**src/rtl/rv_pipe_ctrl_pkg.sv**
```systemverilog
// Shared definitions for the pipeline sequencer: FSM state encodings and
// the default MDU watchdog limit.
package rv_pipe_ctrl_pkg;

    typedef enum logic [1:0] {
        PCTL_RUN = 2'd0,
        PCTL_MDU = 2'd1,
        PCTL_MEM = 2'd2
    } pctl_state_t;

    localparam int MDU_MAX_CYC_DEF = 40;

endpackage

```
**src/rtl/rv_perf_cnt.sv**
```systemverilog
// Wrapping event counter with enable; used for stall and flush statistics.
module rv_perf_cnt #(
    parameter int CNT_W = 32
) (
    input  logic             clk,
    input  logic             rstn,
    input  logic             en,
    output logic [CNT_W-1:0] cnt
);

    always_ff @(posedge clk) begin
        if (!rstn)
            cnt <= '0;
        else if (en)
            cnt <= cnt + CNT_W'(1);
    end

endmodule

```
**src/rtl/rv_pipe_ctrl.sv**
```systemverilog
// Central stall/flush sequencer for the 5-stage RV32 pipeline: merges
// load-use, redirect, MDU and data-memory wait causes into stage controls.
module rv_pipe_ctrl
    import rv_pipe_ctrl_pkg::*;
#(
    parameter int CNT_W       = 32,
    parameter int MDU_MAX_CYC = MDU_MAX_CYC_DEF
) (
    input  logic             clk,
    input  logic             rstn,
    input  logic             EX_mem_read_i,
    input  logic [4:0]       EX_reg_rd_i,
    input  logic [4:0]       ID_reg_rs1_i,
    input  logic [4:0]       ID_reg_rs2_i,
    input  logic             EX_redirect_i,
    input  logic             EX_mdu_start_i,
    input  logic             mdu_done_i,
    input  logic             MEM_req_i,
    input  logic             dmem_ready_i,
    output logic             PC_write_o,
    output logic             IF_ID_write_o,
    output logic             ID_EX_write_o,
    output logic             EX_MEM_write_o,
    output logic             MEM_WB_write_o,
    output logic             IF_ID_flush_o,
    output logic             ID_EX_flush_o,
    output logic             EX_MEM_flush_o,
    output logic             mdu_err_o,
    output logic [CNT_W-1:0] stall_cnt_o,
    output logic [CNT_W-1:0] flush_cnt_o
);

    localparam int WD_W = $clog2(MDU_MAX_CYC + 1);

    pctl_state_t     state, state_nxt;
    logic [WD_W-1:0] wd_cnt;
    logic            mdu_pend;
    logic            lu, mem_stall, mdu_stall, wd_expired;

    // x0 is hardwired zero, so a load targeting it can never create a dependency
    assign lu = EX_mem_read_i && (EX_reg_rd_i != 5'd0) &&
                ((EX_reg_rd_i == ID_reg_rs1_i) || (EX_reg_rd_i == ID_reg_rs2_i));
    assign mem_stall  = MEM_req_i && !dmem_ready_i;
    assign mdu_stall  = EX_mdu_start_i && !mdu_done_i;
    assign wd_expired = (state == PCTL_MDU) && !mem_stall && !mdu_done_i &&
                        (wd_cnt == WD_W'(MDU_MAX_CYC - 1));

    always_ff @(posedge clk) begin
        if (!rstn)
            state <= PCTL_RUN;
        else
            state <= state_nxt;
    end

    // Watchdog only advances in genuine MDU_WAIT cycles; a memory freeze holds it
    always_ff @(posedge clk) begin
        if (!rstn) begin
            wd_cnt    <= '0;
            mdu_pend  <= 1'b0;
            mdu_err_o <= 1'b0;
        end else begin
            case (state)
                PCTL_RUN: begin
                    mdu_pend <= 1'b0;
                    if (!mem_stall && mdu_stall)
                        wd_cnt <= '0;
                end
                PCTL_MDU: begin
                    if (mem_stall)
                        mdu_pend <= !mdu_done_i;
                    else if (!mdu_done_i)
                        wd_cnt <= wd_cnt + WD_W'(1);
                    if (wd_expired)
                        mdu_err_o <= 1'b1;
                end
                PCTL_MEM: begin
                    if (mdu_done_i || dmem_ready_i)
                        mdu_pend <= 1'b0;
                end
                default: mdu_pend <= 1'b0;
            endcase
        end
    end

    always_comb begin
        state_nxt = state;
        case (state)
            PCTL_RUN: begin
                if (mem_stall)
                    state_nxt = PCTL_MEM;
                else if (mdu_stall)
                    state_nxt = PCTL_MDU;
            end
            PCTL_MDU: begin
                if (mem_stall)
                    state_nxt = PCTL_MEM;
                else if (mdu_done_i || wd_expired)
                    state_nxt = PCTL_RUN;
            end
            PCTL_MEM: begin
                if (dmem_ready_i)
                    state_nxt = (mdu_pend && !mdu_done_i) ? PCTL_MDU : PCTL_RUN;
            end
            default: state_nxt = PCTL_RUN;
        endcase
    end

    // A still-pending MDU op keeps its freeze pattern even on the memory-ready cycle
    always_comb begin
        PC_write_o     = 1'b1;
        IF_ID_write_o  = 1'b1;
        ID_EX_write_o  = 1'b1;
        EX_MEM_write_o = 1'b1;
        MEM_WB_write_o = 1'b1;
        IF_ID_flush_o  = 1'b0;
        ID_EX_flush_o  = 1'b0;
        EX_MEM_flush_o = 1'b0;
        if (rstn) begin
            case (state)
                PCTL_RUN: begin
                    if (mem_stall) begin
                        {PC_write_o, IF_ID_write_o, ID_EX_write_o,
                         EX_MEM_write_o, MEM_WB_write_o} = 5'b00000;
                    end else if (mdu_stall) begin
                        {PC_write_o, IF_ID_write_o, ID_EX_write_o, EX_MEM_write_o} = 4'b0000;
                        EX_MEM_flush_o = 1'b1;
                    end else if (EX_redirect_i) begin
                        IF_ID_flush_o = 1'b1;
                        ID_EX_flush_o = 1'b1;
                    end else if (lu) begin
                        PC_write_o    = 1'b0;
                        IF_ID_write_o = 1'b0;
                        ID_EX_flush_o = 1'b1;
                    end
                end
                PCTL_MDU: begin
                    if (mem_stall) begin
                        {PC_write_o, IF_ID_write_o, ID_EX_write_o,
                         EX_MEM_write_o, MEM_WB_write_o} = 5'b00000;
                    end else if (!mdu_done_i && !wd_expired) begin
                        {PC_write_o, IF_ID_write_o, ID_EX_write_o, EX_MEM_write_o} = 4'b0000;
                        EX_MEM_flush_o = 1'b1;
                    end
                end
                PCTL_MEM: begin
                    if (!dmem_ready_i) begin
                        {PC_write_o, IF_ID_write_o, ID_EX_write_o,
                         EX_MEM_write_o, MEM_WB_write_o} = 5'b00000;
                    end else if (mdu_pend && !mdu_done_i) begin
                        {PC_write_o, IF_ID_write_o, ID_EX_write_o, EX_MEM_write_o} = 4'b0000;
                        EX_MEM_flush_o = 1'b1;
                    end
                end
                default: ;
            endcase
        end
    end

    rv_perf_cnt #(.CNT_W(CNT_W)) u_stall_cnt (
        .clk  (clk),
        .rstn (rstn),
        .en   (!PC_write_o),
        .cnt  (stall_cnt_o)
    );

    rv_perf_cnt #(.CNT_W(CNT_W)) u_flush_cnt (
        .clk  (clk),
        .rstn (rstn),
        .en   (IF_ID_flush_o),
        .cnt  (flush_cnt_o)
    );

endmodule

```
**config.mk**
```make
export PLATFORM = sky130hd
export DESIGN_NAME = rv_pipe_ctrl
export DESIGN_NICKNAME = d
export VERILOG_FILES = /design/src/rtl/rv_pipe_ctrl_pkg.sv /design/src/rtl/rv_perf_cnt.sv /design/src/rtl/rv_pipe_ctrl.sv
export SDC_FILE = /design/constraint.sdc
export NUM_CORES = 1
export LEC_CHECK = 0
export CAP_MARGIN = 25
export CORE_MARGIN = 2
export CORE_UTILIZATION = 50
export DETAILED_ROUTE_END_ITERATION = 12
export DONT_BUFFER_PORTS = 1
export SETUP_SLACK_MARGIN = 0.4
export SLEW_MARGIN = 15
export SYNTH_ARGS = -nofsm -noshare
export SYNTH_HDL_FRONTEND = slang
export SYNTH_SLANG_ARGS = --single-unit
```
**constraint.sdc**
```tcl
create_clock -name clk -period 4.01 [get_ports clk]
set_input_delay 0.802 -clock clk [delete_from_list [all_inputs] [get_ports clk]]
set_output_delay 0.802 -clock clk [all_outputs]
set_load 0.02 [all_outputs]
```
## Word level (Yosys, flattened, before mapping)

Index checks and enable logic that the tools add are counted.

- Flip-flop bits (word level): 74
- Logic and storage cells: 98

- $add $sub $neg: 3
- Equality and inequality tests: 13
- Multiplexer cells: 51
- Reductions and logical operators: 25

Operator list:

| cell | count |
|---|---|
| adder 32 x 1 -> 32 bit, second input constant | 2 |
| two-way mux 1 bit | 36 |
| two-way mux 6 bit | 3 |
| inequality test 2 bit, second input constant | 6 |
| one-hot mux 6 bit (2 select lines) | 1 |
| == test 5 bit | 2 |
| logical AND 1 bit | 10 |
| two-way mux 2 bit | 5 |
| one-hot mux 1 bit (3 select lines) | 3 |
| adder 6 x 1 -> 6 bit, second input constant | 1 |
| == test 6 bit, second input constant | 1 |
| one-hot mux 2 bit (3 select lines) | 1 |
| nonzero test 5 bit | 1 |
| logical NOT 1 bit | 4 |
| one-hot mux 1 bit (2 select lines) | 2 |
| AND reduction 2 bit | 2 |
| AND reduction 4 bit | 1 |
| logical OR 1 bit | 3 |
| inequality test 3 x 2 -> 1 bit, second input constant | 1 |
| inequality test 3 bit, second input constant | 1 |
| AND reduction 3 bit | 1 |
| == test 2 x 1 -> 1 bit, second input constant | 1 |
| == test 2 bit, second input constant | 1 |
| logical NOT 2 bit | 1 |
| other kinds (2) | 2 |

## Depth between registers and ports, before layout

Gate-level depths: netlist (run 1).

- Word-level depth: 12
- Gate-level depth with buffers: 9
- Depth with buffers taken out: 6

## By module

A second synthesis (run 1) with hierarchy kept.

- Cell total of the unflattened synthesis: 451
- Area, all modules: 3,983.8 µm²

Modules (own cells, without submodules):

| module | instances | cells each | area an instance (µm²) | sequential area each (µm²) |
|---|---|---|---|---|
| rv_perf_cnt | 2 | 176 | 1,562.7 | 640.6 |
| rv_pipe_ctrl | 1 | 99 | 858.3 | 200.2 |

## Worst setup path before layout (run 1)

No wires, ideal clock.

- Path kind: input to output
- From: input EX_mdu_start_i
- To: output PC_write_o
- Data arrival time: 2,439 ps
- Data required time: 3,208 ps
- Slack: 769 ps
- Stages on the path: 7
- Buffers on the path: 3
- Cells stage by stage: nor2b_1 -> nor4_2 -> a211o_1 -> o21a_2 -> buf_2 -> buf_2 -> buf_4

- Longest elaborated chain between the ends: 5

RTL lines:

| element | RTL line | source |
|---|---|---|
| from (decl) | rv_pipe_ctrl.sv:16 | `input logic EX_mdu_start_i,` |
| logical AND 1 bit | rv_pipe_ctrl.sv:44 | `assign mdu_stall = EX_mdu_start_i && !mdu_done_i;` |
| two-way mux 1 bit (2 in series) | n/a |  |
| one-hot mux 1 bit (3 select lines) | n/a |  |
| two-way mux 1 bit | n/a |  |
| to (decl) | rv_pipe_ctrl.sv:20 | `output logic PC_write_o,` |

No other way between the ends.

## Worst setup path in the final report (run 1)

Ends and elaborated chain as after synthesis.

==> impl_metrics.tcl, run 1 <==
set metrics [dict create \
    status "finished clean" \
    p_leak_nw 1.24 \
    grt_usage 0.218 \
    power.density_nw_per_um2 349 \
    worst_setup_path_start_kind "input pin" \
    total_power_mw 1.37 \
    io-pin-count 96 \
    die_x_um 89.7 \
    grt_use_met1 0.285 \
    critPathArrivalTime_ns 2.26 \
    initial_utilization 0.512 \
    busiest_layer "met2" \
    crit_buf_inv 0 \
    slew_headroom 0.511 \
    fin_tns_setup_ns 0 \
    htree_levels 3 \
    drtIter0Drc 133 \
    synth_flop_cell "dfxtp_1" \
    crit_path_max_fanout 6 \
    fill_cells 694 \
    die_area_um2 8050 \
    dpl.hpwl_mm 5.93 \
    finalCriticalPeriod_ns 3.06 \
    port_buffers 0 \
    max_freq_ghz 0.327 \
    num_rows 31 \
    grt_pass1_vias 2899 \
    postCtsSetupBuffers 0 \
    diodes 0 \
    grt_use_met3 0.0821 \
    totalWireLength_mm 8.57 \
    synth_top_area_frac 0.403 \
    yosys-top-cells-area "dfxtp_1 40%, a21oi_1 4.8%, xor2_1 4.3%" \
    path_class "input pin to primary output" \
    synth_area_um2 3670 \
    use_met2 0.323 \
    skew_ns 0.0112 \
    yosys_warnings 0 \
    hold_class "flip-flop to flip-flop" \
    num-nets-final 468 \
    cp-end-kind "primary output" \
    die_h_um 89.7 \
    clk_pin_slew_ns 0.07 \
    cts_resized 0 \
    synth_seq_cells 74 \
    root_buffer "clkbuf_8" \
    finalSetupViolations 0 \
    synth_nets 476 \
    crit_slowest_cell "nor4_2" \
    worstPathRequired_ns 3.21 \
    clockBufferDepth 2 \
    synth_edf_count 0 \
    drv_slew 0 \
    period_share 0.763 \
    area_growth_pct 6.61 \
    cts.sinks 74 \
    core_um2 7180 \
    postRouteAntennaNets 0 \
    async_reset_ff_frac 0 \
    syn_inst 450 \
    grt_pass1_wl_mm 14.4 \
    ys_seq_area_frac 0.403 \
    wire_per_inst_um 15.7 \
    routed_via_density 5.88 \
    cts_tree "built" \
    rsz0062_at_grt "false" \
    worst_pin_slew_ns 0.729 \
    crit_path_cell_trace "nor2b_1, nor4_2, a211o_1, o21a_2" \
    num_vias 3213 \
    crit_family "compound AO/OA/AOI/OAI gates" \
    antenna_found_initial 0 \
    firstDrtPassIters 4 \
    grt_max_degree 45 \
    syn_avg_cell_area_um2 8.17 \
    yosys.area.top_type "dfxtp_1" \
    drv_cap 0 \
    irDropWorstVdd_uv 171 \
    grt-ovfl-total 0 \
    max_stage_delay_ns 0.49 \
    cts_buffers 9 \
    drive_gt1_frac 0.0537 \
    ctsHoldBuffers 0 \
    place.gp.congestion 0.783 \
    synth_cell_types 43 \
    final-hold-violation-count 0 \
    drc 0 \
    clkLatencyLatePin_ns 0.35 \
]
-- stage by stage --
step | utilization | instances | worst slack, ns | hold slack, ns | cell area, µm²
finish | 0.546 | 546 | 0.951 | 0.487 | 3920
detailed placement | 0.521 | 530 | 0.873 | 0.474 | 3740
global placement | 0.518 | 529 | 0.893 | 0.473 | 3720
floorplan | - | 450 | 0.769 | 0.459 | 3670
global route | 0.546 | 546 | 0.844 | 0.520 | 3920
CTS | 0.546 | 546 | 0.936 | 0.487 | 3920
-- sequential cells by signal, indices dropped and copies added (netlist names) --
register	flops
u_flush_cnt.cnt	32
u_stall_cnt.cnt	32
wd_cnt	6
state	2
mdu_err_o	1
mdu_pend	1
-- power breakdown --
group | total, mW | leakage, nW | switching, mW | internal, mW
Combinational | 0.0815 | 0.554 | 0.0557 | 0.0258
Clock | 0.534 | 0.0847 | 0.293 | 0.241
Sequential | 0.753 | 0.597 | 0.0133 | 0.739
Total | 1.37 | 1.24 | 0.362 | 1.01
-- cell type report --
class                      instances  area [µm²]  share of cell area
sequential                        74        1480               0.378
multi-input combinational        339        2030               0.519
clock inverter                     6        41.3              0.0105
timing repair buffer               5        50.0              0.0128
inverter                          13        48.8              0.0125
tap                               99         124              0.0316
clock buffer                      10         138              0.0351
-- synthesized netlist by cell type (all sizes together), types with 2 or more instances --
master	number
nand2b	8
o31ai	16
o41ai	2
nor2	41
mux2i	7
a21oi	35
o211ai	4
buf	10
or3	20
nor3	19
clkbuf	14
o311ai	2
xnor2	17
or4	13
and4	4
ha	3
nor4	6
nand2	38
nand3	17
o21ai	22
nor2b	3
xor2	18
and3	10
inv	13
nor3b	3
and2	5
dfxtp	74
nand4	17
a211oi	2
-- worst reg2reg max path, cell delays in order (launching register included) --
cell     delay (ns)
dfxtp_1        0.34
ha_1           0.25
a41o_1         0.27
a211o_1        0.47
o21a_2         0.30
buf_4          0.30
or4_1          0.55
a21oi_1        0.15
-- kinds of logic (layout without fill, tap and decap cells) --
kind of cell | Yosys count | in the layout | synth area share
AO/OA/AOI/OAI | 90 | 90 | 0.150
adder cells (fa/ha/maj) | 3 | 3 | 0.0102
AND/OR/NAND/NOR | 204 | 204 | 0.291
buffers and inverters | 37 | 34 | 0.0432
XOR/XNOR | 35 | 35 | 0.0834
flip-flops | 74 | 74 | 0.403
multiplexers | 7 | 7 | 0.0191
-- metal layers --
| metal | vias to the layer above | wire length, µm |
|---|---|---|
| li1 | 1614 | - |
| met1 | 1504 | 3950 |
| met3 | 15 | 568 |
| met5 | - | 0 |
| met4 | 0 | 187 |
| met2 | 80 | 3860 |
-- worst paths after layout --
| kind | to | from | slack [ns] | depth (start not counted) |
|---|---|---|---|---|
| min reg2reg | wd_cnt[1] | wd_cnt[1] | 0.49 | 2 |
| min | wd_cnt[1] | wd_cnt[1] | 0.49 | 2 |
| max | PC_write_o | EX_mdu_start_i | 0.95 | 4 |
| max reg2reg | u_stall_cnt.cnt[13] | wd_cnt[0] | 1.33 | 7 |
-- placed cells by master, fill, tap and decap left out, types with 4 or more instances in the layout --
cell / netlist / layout
dfxtp_1: 74 / 74
nor2_1: 41 / 41
nand2_1: 38 / 38
a21oi_1: 35 / 35
o21ai_0: 21 / 21
or3_1: 20 / 20
nor3_1: 19 / 19
xor2_1: 18 / 18
nand4_1: 17 / 17
nand3_1: 17 / 17
xnor2_1: 17 / 17
o31ai_1: 16 / 16
or4_1: 13 / 13
inv_1: 12 / 12
and3_1: 10 / 10
clkbuf_8: 0 / 10
nand2b_1: 8 / 8
mux2i_1: 7 / 7
nor4_1: 5 / 5
and4_1: 4 / 4
o211ai_1: 4 / 4
buf_4: 2 / 4
Power figures use the tool's default switching activity.
==> run 2: changes to the inputs <==
PLACE_DENSITY = 0.68   (was default)
clock period = 2.5 ns   (was 4.01 ns; I/O delays follow)
==> run 2 against run 1 <==
  * Flip-flop and latch count is the same
  * Routed wire length grew 9.7%
  * Non-clock buffer count grew 34
  * Die area is the same
  * Clock skew shrank 0.0033 ns
  * Critical path depth grew 1
  * Sequential share of layout area shrank 4.8 points
  * Largest power group unchanged
==> impl_metrics.tcl, run 2 (synthesis results as in run 1) <==
set metrics [dict create \
    worst_setup_path_start_kind "flip-flop" \
    clkLatencyLatePin_ns 0.35 \
    fin_tns_setup_ns 0 \
    max_stage_delay_ns 0.37 \
    worstPathRequired_ns 2.00 \
    cts_buffers 9 \
    finalSetupViolations 0 \
    grt-ovfl-total 0 \
    max_freq_ghz 0.438 \
    finalCriticalPeriod_ns 2.28 \
    clk_pin_slew_ns 0.07 \
    htree_levels 3 \
    busiest_layer "met2" \
    slew_headroom 0.515 \
    hold_class "input pin to flip-flop" \
    grt_use_met3 0.0671 \
    crit_path_max_fanout 8 \
    mostFrequentLayoutCells "60 x dfxtp_1, 40 x nor2_1, 37 x nand2_1, 33 x buf_4, 26 x a21oi_1" \
    die_h_um 89.7 \
    grt_pass1_vias 3293 \
    irDropWorstVdd_uv 279 \
    worst_pin_slew_ns 0.721 \
    die_area_um2 8050 \
    use_met2 0.404 \
    root_buffer "clkbuf_8" \
    drive_gt1_frac 0.221 \
    grt_pass1_wl_mm 15.8 \
    num_vias 3417 \
    grt_use_met1 0.279 \
    crit_path_cell_trace "ha_4, a41o_1, a2111o_1, o21a_4, buf_12" \
    drtIter0Drc 103 \
    status "finished clean" \
    port_buffers 0 \
    power.density_nw_per_um2 551 \
    period_share 0.914 \
    core_um2 7180 \
    drc 0 \
    num_rows 31 \
    postRouteAntennaNets 0 \
    place.gp.congestion 0.896 \
    io-pin-count 96 \
    wire_per_inst_um 16.2 \
    final-hold-violation-count 0 \
    grt_usage 0.236 \
    cts.sinks 74 \
    routed_via_density 5.90 \
    area_growth_pct 24.2 \
    cts_tree "built" \
    antenna_found_initial 0 \
    p_leak_nw 1.53 \
    die_x_um 89.7 \
    critPathArrivalTime_ns 1.78 \
    layout_commonest_cell "dfxtp_1" \
    grt_max_degree 52 \
    initial_utilization 0.512 \
    crit_slowest_cell "a2111o_1" \
    drv_slew 0 \
    utilization 0.636 \
    path_class "flip-flop to primary output" \
    num-nets-final 502 \
    crit_family "compound AO/OA/AOI/OAI gates" \
    diodes 0 \
    clockBufferDepth 2 \
    rsz0062_at_grt "true" \
    dpl.hpwl_mm 6.22 \
    crit_buf_inv 1 \
    totalWireLength_mm 9.39 \
    skew_ns 0.00790 \
    cp-end-kind "primary output" \
    ctsHoldBuffers 0 \
    firstDrtPassIters 7 \
    drv_cap 0 \
    top_regs "u_flush_cnt.cnt: 32 flops, u_stall_cnt.cnt: 32 flops, wd_cnt: 6 flops" \
]
## run 2: cell types whose count changed in the layout (fill, tap and decap cells not counted), moves of 9 or more
cell,change
dfxtp_2,+10
dfxtp_1,-14
a21oi_2,+9
buf_4,+29
a21oi_1,-9
## run 2: where the power goes
| group | total (mW) | internal (mW) | switching (mW) | leakage [nW] |
|---|---|---|---|---|
| registers | 1.20 | 1.18 | 0.0129 | 0.605 |
| logic | 0.214 | 0.0942 | 0.120 | 0.808 |
| clock network | 1.11 | 0.658 | 0.448 | 0.116 |
## run 2: layer usage
layer	share of wire	routed length, µm
met4	0.026	245
met2	0.49	4620
met3	0.060	568
met5	0	0
met1	0.42	3960
## run 2: worst paths after layout
kind,slack [ns],start,cells after the start,to
max,0.22,wd_cnt[1],5,PC_write_o
min,0.22,dmem_ready_i,1,state[1]
max reg2reg,0.25,wd_cnt[1],8,u_stall_cnt.cnt[24]
min reg2reg,0.51,wd_cnt[1],2,wd_cnt[1]
## run 2: final cells by class
type	instances	area, µm²
fillers	611	2610
repair buffers	39	384
flip-flops and latches	74	1510
well taps	99	124
clock inverters	5	104
inverters	13	48.8
multi-input cells	339	2270
clock buffers	10	128
## run 2: what timing repair did
item | 4_1_cts | 5_1_grt
pin swaps | 15 | 11
resized for setup | 28 | 32
setup endpoints to repair | 32 | 49
gates cloned | 2 | 1
buffers inserted | 5 | 3
## run 2: per-stage QoR
stage / instances / cell area (µm²) / worst slack (ns) / hold slack, ns / power, mW
final: 579 / 4570 / 0.215 / 0.223 / 2.52
after global routing: 579 / 4570 / 0.165 / 0.217 / 2.61
after CTS: 575 / 4390 / 0.185 / 0.233 / 2.52
after detailed placement: 553 / 3950 / 0.183 / 0.493 / 1.38
after global placement: 553 / 3950 / 0.243 / 0.475 / 1.38
after floorplan: 450 / 3720 / 0.146 / 0.462 / 1.36
